File: src/rtl/keypad_pkg.sv
// Shared types, key map and small helpers for the 4x4 keypad scanner.
package keypad_pkg;

  typedef enum logic [1:0] {SCAN, DEBOUNCE, HELD, RELEASE} scan_state_t;

  localparam int unsigned N_ROWS = 4;
  localparam int unsigned N_COLS = 4;

  localparam logic [3:0] KEY_MAP [4][4] = '{
    '{4'h1, 4'h2, 4'h3, 4'hA},
    '{4'h4, 4'h5, 4'h6, 4'hB},
    '{4'h7, 4'h8, 4'h9, 4'hC},
    '{4'hE, 4'h0, 4'hF, 4'hD}
  };

  typedef struct packed {
    logic       hit;
    logic [1:0] idx;
  } col_hit_t;

  // Active-low one-hot row drive for a row index.
  function automatic logic [3:0] row_drive(input logic [1:0] idx);
    return ~(4'b0001 << idx);
  endfunction

  // Flags exactly one low column and reports its index; multi-press is not a hit.
  function automatic col_hit_t single_low(input logic [3:0] cols);
    col_hit_t    r;
    int unsigned n;
    r = '0;
    n = 0;
    for (int i = 0; i < 4; i++) begin
      if (!cols[i]) begin
        n     = n + 1;
        r.idx = 2'(i);
      end
    end
    r.hit = (n == 1);
    return r;
  endfunction

endpackage

File: src/rtl/keypad_scanner_if.sv
// Row/column matrix lines and decoded key output of the keypad scanner.
interface keypad_scanner_if;
  logic [3:0] cols;
  logic [3:0] rows;
  logic       valid_input;
  logic [3:0] input_key;

  modport master (output cols, input rows, input valid_input, input input_key);
  modport slave  (input cols, output rows, output valid_input, output input_key);
endinterface

File: src/rtl/keypad_key_lookup.sv
// Combinational (row, col) to hex key code decode.
module keypad_key_lookup
  import keypad_pkg::*;
(
  input  logic [1:0] row_idx_i,
  input  logic [1:0] col_idx_i,
  output logic [3:0] key_o
);

  assign key_o = KEY_MAP[row_idx_i][col_idx_i];

endmodule

File: src/rtl/keypad_scanner.sv
// Row-scanning 4x4 keypad controller with press/release debounce and a
// one-cycle pulse per accepted key.
module keypad_scanner
  import keypad_pkg::*;
#(
  parameter int unsigned SETTLE_CYCLES   = 2,
  parameter int unsigned DEBOUNCE_CYCLES = 3
) (
  input  logic              clk,
  input  logic              reset,
  keypad_scanner_if.slave   kp
);

  localparam int unsigned CNT_MAX = (SETTLE_CYCLES > DEBOUNCE_CYCLES) ? SETTLE_CYCLES
                                                                      : DEBOUNCE_CYCLES;
  localparam int unsigned CNT_W   = $clog2(CNT_MAX + 1);

  localparam logic [CNT_W-1:0] SETTLE_LAST = CNT_W'(SETTLE_CYCLES - 1);
  localparam logic [CNT_W-1:0] DEB_LAST    = CNT_W'(DEBOUNCE_CYCLES - 1);
  localparam logic [CNT_W-1:0] CNT_TOP     = CNT_W'(CNT_MAX);

  scan_state_t      state_q;
  logic [1:0]       row_idx_q;
  logic [1:0]       col_idx_q;
  logic [CNT_W-1:0] settle_cnt_q;
  logic [CNT_W-1:0] deb_cnt_q;
  logic [3:0]       rows_q;
  logic             valid_q;
  logic [3:0]       key_q;

  col_hit_t         hit_c;
  logic [3:0]       key_c;
  logic             key_low_c;

  function automatic logic [CNT_W-1:0] sat_inc(input logic [CNT_W-1:0] x);
    return (x == CNT_TOP) ? x : x + CNT_W'(1);
  endfunction

  assign hit_c     = single_low(kp.cols);
  assign key_low_c = ~kp.cols[col_idx_q];

  keypad_key_lookup u_lookup (
    .row_idx_i (row_idx_q),
    .col_idx_i (col_idx_q),
    .key_o     (key_c)
  );

  // Scan/debounce FSM; row drive always tracks row_idx_q.
  always_ff @(posedge clk or posedge reset) begin
    if (reset) begin
      state_q      <= SCAN;
      row_idx_q    <= 2'd0;
      col_idx_q    <= 2'd0;
      settle_cnt_q <= '0;
      deb_cnt_q    <= '0;
      rows_q       <= 4'b1110;
      valid_q      <= 1'b0;
      key_q        <= 4'h0;
    end else begin
      valid_q <= 1'b0;
      case (state_q)
        SCAN: begin
          if (settle_cnt_q < SETTLE_LAST) begin
            settle_cnt_q <= sat_inc(settle_cnt_q);
          end else begin
            settle_cnt_q <= '0;
            if (hit_c.hit) begin
              col_idx_q <= hit_c.idx;
              deb_cnt_q <= '0;
              state_q   <= DEBOUNCE;
            end else begin
              row_idx_q <= row_idx_q + 2'd1;
              rows_q    <= row_drive(row_idx_q + 2'd1);
            end
          end
        end

        DEBOUNCE: begin
          if (key_low_c) begin
            deb_cnt_q <= sat_inc(deb_cnt_q);
            if (deb_cnt_q == DEB_LAST) begin
              valid_q <= 1'b1;
              key_q   <= key_c;
              state_q <= HELD;
            end
          end else begin
            // Bounce: abandon this row and continue scanning from the next one.
            settle_cnt_q <= '0;
            row_idx_q    <= row_idx_q + 2'd1;
            rows_q       <= row_drive(row_idx_q + 2'd1);
            state_q      <= SCAN;
          end
        end

        HELD: begin
          if (!key_low_c) begin
            deb_cnt_q <= '0;
            state_q   <= RELEASE;
          end
        end

        RELEASE: begin
          if (!key_low_c) begin
            deb_cnt_q <= sat_inc(deb_cnt_q);
            if (deb_cnt_q == DEB_LAST) begin
              settle_cnt_q <= '0;
              row_idx_q    <= 2'd0;
              rows_q       <= row_drive(2'd0);
              state_q      <= SCAN;
            end
          end else begin
            state_q <= HELD;
          end
        end

        default: state_q <= SCAN;
      endcase
    end
  end

  assign kp.rows        = rows_q;
  assign kp.valid_input = valid_q;
  assign kp.input_key   = key_q;

endmodule
File: src/flat_wrapper.sv
// flat-port wrapper written by rule: the top's interface ports become plain ports
module keypad_scanner_flat import keypad_pkg::*;
#(
  parameter int unsigned SETTLE_CYCLES   = 2,
  parameter int unsigned DEBOUNCE_CYCLES = 3
)
  (clk, reset, kp_cols, kp_rows, kp_valid_input, kp_input_key);
  keypad_scanner_if kp_i ();
  input  logic clk;
  input  logic reset;
  input wire logic [$bits(kp_i.cols)-1:0] kp_cols;
  output wire logic [$bits(kp_i.rows)-1:0] kp_rows;
  output wire logic [$bits(kp_i.valid_input)-1:0] kp_valid_input;
  output wire logic [$bits(kp_i.input_key)-1:0] kp_input_key;
  assign kp_i.cols = kp_cols;
  assign kp_rows = kp_i.rows;
  assign kp_valid_input = kp_i.valid_input;
  assign kp_input_key = kp_i.input_key;
  keypad_scanner #(.SETTLE_CYCLES(SETTLE_CYCLES), .DEBOUNCE_CYCLES(DEBOUNCE_CYCLES)) u_core (.clk(clk), .reset(reset), .kp(kp_i));
endmodule
File: config.mk
export PLATFORM = sky130hd
export DESIGN_NAME = keypad_scanner_flat
export DESIGN_NICKNAME = d
export VERILOG_FILES = /design/src/rtl/keypad_pkg.sv /design/src/rtl/keypad_scanner_if.sv /design/src/rtl/keypad_key_lookup.sv /design/src/rtl/keypad_scanner.sv /design/src/flat_wrapper.sv
export SDC_FILE = /design/constraint.sdc
export NUM_CORES = 1
export LEC_CHECK = 0
export BUFFER_PORTS_ARGS = -buffer_cell sky130_fd_sc_hd__buf_2
export CAP_MARGIN = 20
export CORE_MARGIN = 2
export CORE_UTILIZATION = 57
export CTS_CLUSTER_DIAMETER = 100
export DETAILED_ROUTE_END_ITERATION = 16
export PLACE_DENSITY = 0.78
export SLEW_MARGIN = 20
export SYNTH_ARGS = -nofsm -noshare
export SYNTH_HDL_FRONTEND = slang
export SYNTH_SLANG_ARGS = --single-unit
File: constraint.sdc
create_clock -name clk -period 2.15 [get_ports clk]
set_input_delay 0.3225 -clock clk [delete_from_list [all_inputs] [get_ports clk]]
set_output_delay 0.3225 -clock clk [all_outputs]
set_load 0.05 [all_outputs]
# Word level (Yosys, flattened, before mapping)
# Index checks and enable logic that the tools add are counted.
# word_totals
output_inout_bits	9
inputBits	6
ff_bits	19
word_cells	97
# op_classes
reduce_logical	8
n_shift	1
add_sub_neg	6
eq_ne	18
bitwise	5
n_mux	47
magnitude_cmp	4
# op_table
operator	count
two-way mux 32 bit	3
adder 32 x 1 -> 32 bit (second input constant)	2
two-way mux 2 bit	21
binary-select mux 16 bit (select 2 bit)	1
== test 32 x 1 -> 1 bit (second input constant)	1
two-way mux 16 bit	2
two-way mux 4 bit	7
one-hot mux 2 bit (4 select lines)	2
AND reduction 5 bit	3
one-hot mux 2 bit (3 select lines)	2
one-hot mux 4 bit (3 select lines)	1
== test 2 bit (second input constant)	5
!= test 2 x 1 -> 1 bit (second input constant)	5
binary-select mux 4 bit (select 2 bit)	1
adder 2 x 1 -> 2 bit (second input constant)	3
>= comparator 3 bit (second input constant)	2
two-way mux 1 bit	6
!= test 2 bit (second input constant)	3
!= test 3 bit (second input constant)	2
NOT 2 -> 3 bit	2
AND reduction 3 bit	2
AND reduction 6 bit	1
NOT 4 bit	1
<< shifter 1 x 2 -> 4 bit (first input constant)	1
9 further kinds	10

# Depth between registers and ports, before layout
# depth
ltp_word	11
mapped_depth	10
depth_no_buf	10

# By module
# Synthesis repeated with hierarchy kept, for this count alone.
# unflattened
hier_cells	124
area_unflattened_um2	1272.5
# by_module_without_submodules
module	n_inst	cells_each	area_each_um2	seq_area_each_um2
keypad_scanner	1	108	1188.6	479.2
keypad_key_lookup	1	16	83.8	0.0

# Least setup slack after synthesis
# Ideal clock, no wire load.
# synth_timing
path_type	input to register
startpoint	input kp_cols[0]
endpoint	register u_core.deb_cnt_q[0]
arrival_time_ns	2.181
path_stages	9
path_slack_ns	-0.151
setup_time_ns	0.121
required_ns	2.029
n_path_buf	0
path_cell_list	inv_1 -> ha_1 -> xnor2_1 -> ha_1 -> or3_1 -> o211a_1 -> o41ai_1 -> and3_1 -> a21oi_1
# synth_via
elab_chain_cells	10
word_cells_on_any_way	15
cone_classes	3 x add/sub; 5 x eq/ne; 6 x mux; 1 x reduce/logical
# synth_lines
item	line	source
start: declaration	flat_wrapper.sv:11	input wire logic [$bits(kp_i.cols)-1:0] kp_cols;
two-way mux 1 bit	keypad_pkg.sv:33	if (!cols[i]) begin
adder 1 x 1 -> 2 bit	keypad_pkg.sv:34	n = n + 1;
two-way mux 32 bit	keypad_pkg.sv:33	
adder 32 x 1 -> 32 bit	keypad_pkg.sv:34	
two-way mux 32 bit	keypad_pkg.sv:33	
adder 32 x 1 -> 32 bit	keypad_pkg.sv:34	
two-way mux 32 bit	keypad_pkg.sv:33	
== test 32 x 1 -> 1 bit	keypad_pkg.sv:38	r.hit = (n == 1);
!= test 2 x 1 -> 1 bit (no source line)	n/a	
AND reduction 5 bit (no source line) (*)	n/a	
end signal: assignment	keypad_scanner.sv:80	deb_cnt_q <= sat_inc(deb_cnt_q);
end signal: assignment	keypad_scanner.sv:104	deb_cnt_q <= sat_inc(deb_cnt_q);
end: declaration	keypad_scanner.sv:26	logic [CNT_W-1:0] deb_cnt_q;
# Every way passes the cells marked *; elsewhere a longest branch is shown, timed or not. The select of a mux whose other input is x is not followed.
# A chain may end at the register's enable or synchronous reset.

# Worst setup path after layout
# layout_timing
startpoint	input kp_cols[0]
endpoint	register u_core.col_idx_q[0]
# layout_via
elab_chain_cells	9
# layout_lines
item	line	source
two-way mux 1 bit (*)	keypad_pkg.sv:33	
adder 1 x 1 -> 2 bit	keypad_pkg.sv:34	
two-way mux 32 bit (*)	keypad_pkg.sv:33	
adder 32 x 1 -> 32 bit	keypad_pkg.sv:34	
two-way mux 32 bit (*)	keypad_pkg.sv:33	
adder 32 x 1 -> 32 bit	keypad_pkg.sv:34	
two-way mux 32 bit (*)	keypad_pkg.sv:33	
== test 32 x 1 -> 1 bit (*)	keypad_pkg.sv:38	
AND reduction 3 bit (no source line) (*)	n/a	
end signal: assignment	keypad_scanner.sv:68	col_idx_q <= hit_c.idx;
end: declaration	keypad_scanner.sv:24	logic [1:0] col_idx_q;
# Every way passes the cells marked *; elsewhere a longest branch is shown, timed or not.

==> reports/metrics.yaml <==
outcome:
  status: "finished, final reports clean"
layout:
  layout-drive-gt1-share_pct: 32.5
  final_common_cell: "dfrtp_1"
  synthToLayoutAreaGrowth_pct: 20.5
  mostFrequentLayoutCells: "dfrtp_1 (16), ha_1 (14), buf_2 (14)"
  fillers: 165
  diodes: 0
  design_area_sq_um: 1650
  final_nets: 183
sta:
  max_freq_ghz: 0.471
  finalCriticalPeriod_ps: 2120
  drv_slew: 0
  skew_ps: 12.3
  worst_slew_pin_slew_ps: 713
  finalHoldViolations: 0
  finalSetupViolCount: 0
  relSlewSlack_pct: 52.4
  period_share_pct: 98.8
yosys:
  synth-edff-count: 0
  syn_nets: 159
  yosysWarnings: 0
  synthAdderAreaFrac_pct: 14.6
  synth_top_family_by_area: "compound AO/OA/AOI/OAI gates"
  synthMuxAreaShare_pct: 9.52
  synthArstFlopShare_pct: 100
  synth_area_sq_um: 1370
  synth_cell_types: 42
  synthSimpleGateAreaFrac_pct: 12.3
  synth_top_area_cell: "dfrtp_1"
  yosysSeqAreaShare_pct: 35.0
  syn-instance-count: 137
  synthXorXnorAreaFrac_pct: 1.83
  synth.avg_cell_area_sq_um: 9.98
  synth-seq-cells: 19
  synth_top_area_share_pct: 29.3
  synth.area.top_cells: "dfrtp_1 (29%), ha_1 (15%), dfstp_2 (5.8%)"
  synth_compound_area_share_pct: 21.4
  synthFlopType: "dfrtp_1"
worst_hold_path:
  hp-class: "in -> async"
clocking:
  cts_root_buffer: "clkbuf_4"
  clk_path_buf_depth: 2
  cts_num_sinks: 19
  cts_tree: "built"
  path_clk_slew_ps: 120
  htree_levels: 1
  numCtsBuffers: 3
  clock_latency_ps: 300
route:
  wire_per_inst_microns: 15.5
  drt_wl_total_microns: 2910
  wl_met3_microns: 101
  post-route-drc-count: 0
  top_layer: "met4"
  wl_met1_microns: 1210
  ant_nets: 0
  viasPerCell: 6.06
  drtPass1Iterations: 4
  vias: 1140
  wl_met2_microns: 1490
  drt_iter0_markers: 31
pwr:
  ir_drop_mv: 0.900
  power_density_nw_per_um2: 1370
  p_total_w: 0.00226
  p_leak_nw: 0.759
flow_run:
  maxCapViolCount: 0
floorplanning:
  die_area_sq_um: 2810
  io_pins: 15
  initial_utilization_pct: 61.2
  fp.dieH_microns: 53.0
  die_w_microns: 53.0
  core_area_sq_um: 2230
  rows: 17
placement:
  dp_hpwl_microns: 2020
  port_buffers: 14
  place_congestion: 0.809
  dpl-instance-area_sq_um: 1540
global_route:
  grt_pass1_vias: 1044
  grt_usage_pct: 22.3
  grt_pass1_wl_microns: 4540
  antenna_found_initial: 0
  grt-ovfl-total: 0
  grt_max_degree: 20
critical_path:
  critPathLaunchType: "input pin"
  cp_max_fo: 4
  crit_type: "in -> reg"
  cp-end-kind: "flop"
  arrival_ps: 2310
  reg2reg_to: "u_core.kp.input_key[3]$_DFFE_PP0P_"
  reg2reg_slack_ps: 250
  r2r_cells: 3
  crit_required_ps: 2340
  r2r_start: "u_core.col_idx_q[1]$_DFFE_PP0P_"
## stage by stage
stage | TNS, ps | utilization (%) | hold slack, ps | setup slack, ps | instances
global placement | -2150 | 69.1 | 464 | -245 | 184
global route | -69.9 | 73.8 | 182 | -40.5 | 188
floorplan | 0 | - | 271 | 6.19 | 137
CTS | 0 | 71.0 | 141 | 10.5 | 188
finish | 0 | 73.8 | 108 | 25.1 | 188
detailed placement | -3340 | 69.1 | 480 | -388 | 184
## power by group
| part | total [W] | switching (W) | leakage (nW) | internal [W] |
|---|---|---|---|---|
| clock | 0.000183 | 0.000114 | 0.0177 | 0.0000694 |
| sequential | 0.000711 | 0.000183 | 0.233 | 0.000528 |
| combinational | 0.00136 | 0.000820 | 0.509 | 0.000542 |
## cells by family after synthesis
family | Yosys count
AOI/OAI and AO/OA | 40
muxes | 11
xor gates and xnor gates | 2
and+or+nand+nor | 32
DFF | 19
adders and majority gates | 16
buffers and inverters | 17
## per-layer routing
| metal | GRT usage (%) | vias to the layer above |
|---|---|---|
| met5 | 0 | - |
| met4 | 12.4 | 0 |
| met3 | 3.11 | 11 |
| met2 | 37.9 | 32 |
| met1 | 26.7 | 556 |
| li1 | - | 541 |
## Yosys cell counts, drive strengths merged (3+ instances only)
master,count
ha,16
nand2,11
inv,12
a2bb2oi,3
dfrtp,16
a211oi,3
mux2i,4
nor2b,3
dfstp,3
clkbuf,3
a21oi,10
o2bb2ai,4
nor2,7
mux2,6
o21ai,5
nor3,5
## how the worst max path moves through the flow
stage                          start                               to  slack (ps)  depth (start not counted)
final                     kp_cols[0]  u_core.col_idx_q[0]$_DFFE_PP0P_          30                         10
after CTS                 kp_cols[1]  u_core.deb_cnt_q[0]$_DFFE_PP0P_          10                         10
after detailed placement  kp_cols[1]    u_core.kp.rows[2]$_DFFE_PP1P_        -390                         10
after global routing      kp_cols[0]  u_core.col_idx_q[0]$_DFFE_PP0P_         -40                         10
after floorplan           kp_cols[0]  u_core.deb_cnt_q[0]$_DFFE_PP0P_           6                          9
after global placement    kp_cols[0]  u_core.row_idx_q[1]$_DFFE_PP0P_        -250                         10
## state kept, by name, indices dropped and copies added (netlist names), named ones only
signal,flops
u_core.kp.input_key,4
u_core.state_q,1
u_core.kp.rows,4
u_core.settle_cnt_q,2
u_core.row_idx_q,2
u_core.col_idx_q,2
u_core.deb_cnt_q,2
u_core.kp.valid_input,1
## critical path: stages
cell     delay [ps]
buf_2           120
inv_1           100
ha_4            220
xnor2_2         200
ha_4            240
or3_1           330
o211a_4         180
nor3_1          160
nand2_1         140
mux2_2          300
## layout make-up
type                       count  area (sq um)  share of cell area (%)
clock buffer                   3          22.5                    1.37
clock inverter                 1          5.00                   0.304
inverter                      12          45.0                    2.73
multi-input combinational    101           916                    55.6
sequential                    19           479                    29.1
tap                           28          35.0                    2.13
timing repair buffer          24           145                    8.81
## what timing repair did
item,CTS,global route
endpoints found under the hold margin,0,0
buffers inserted,0,0
pin swaps,1,2
hold buffers,0,0
resized for setup,2,9
endpoints found under the setup margin,7,10
(Power assumes the default switching activity.)
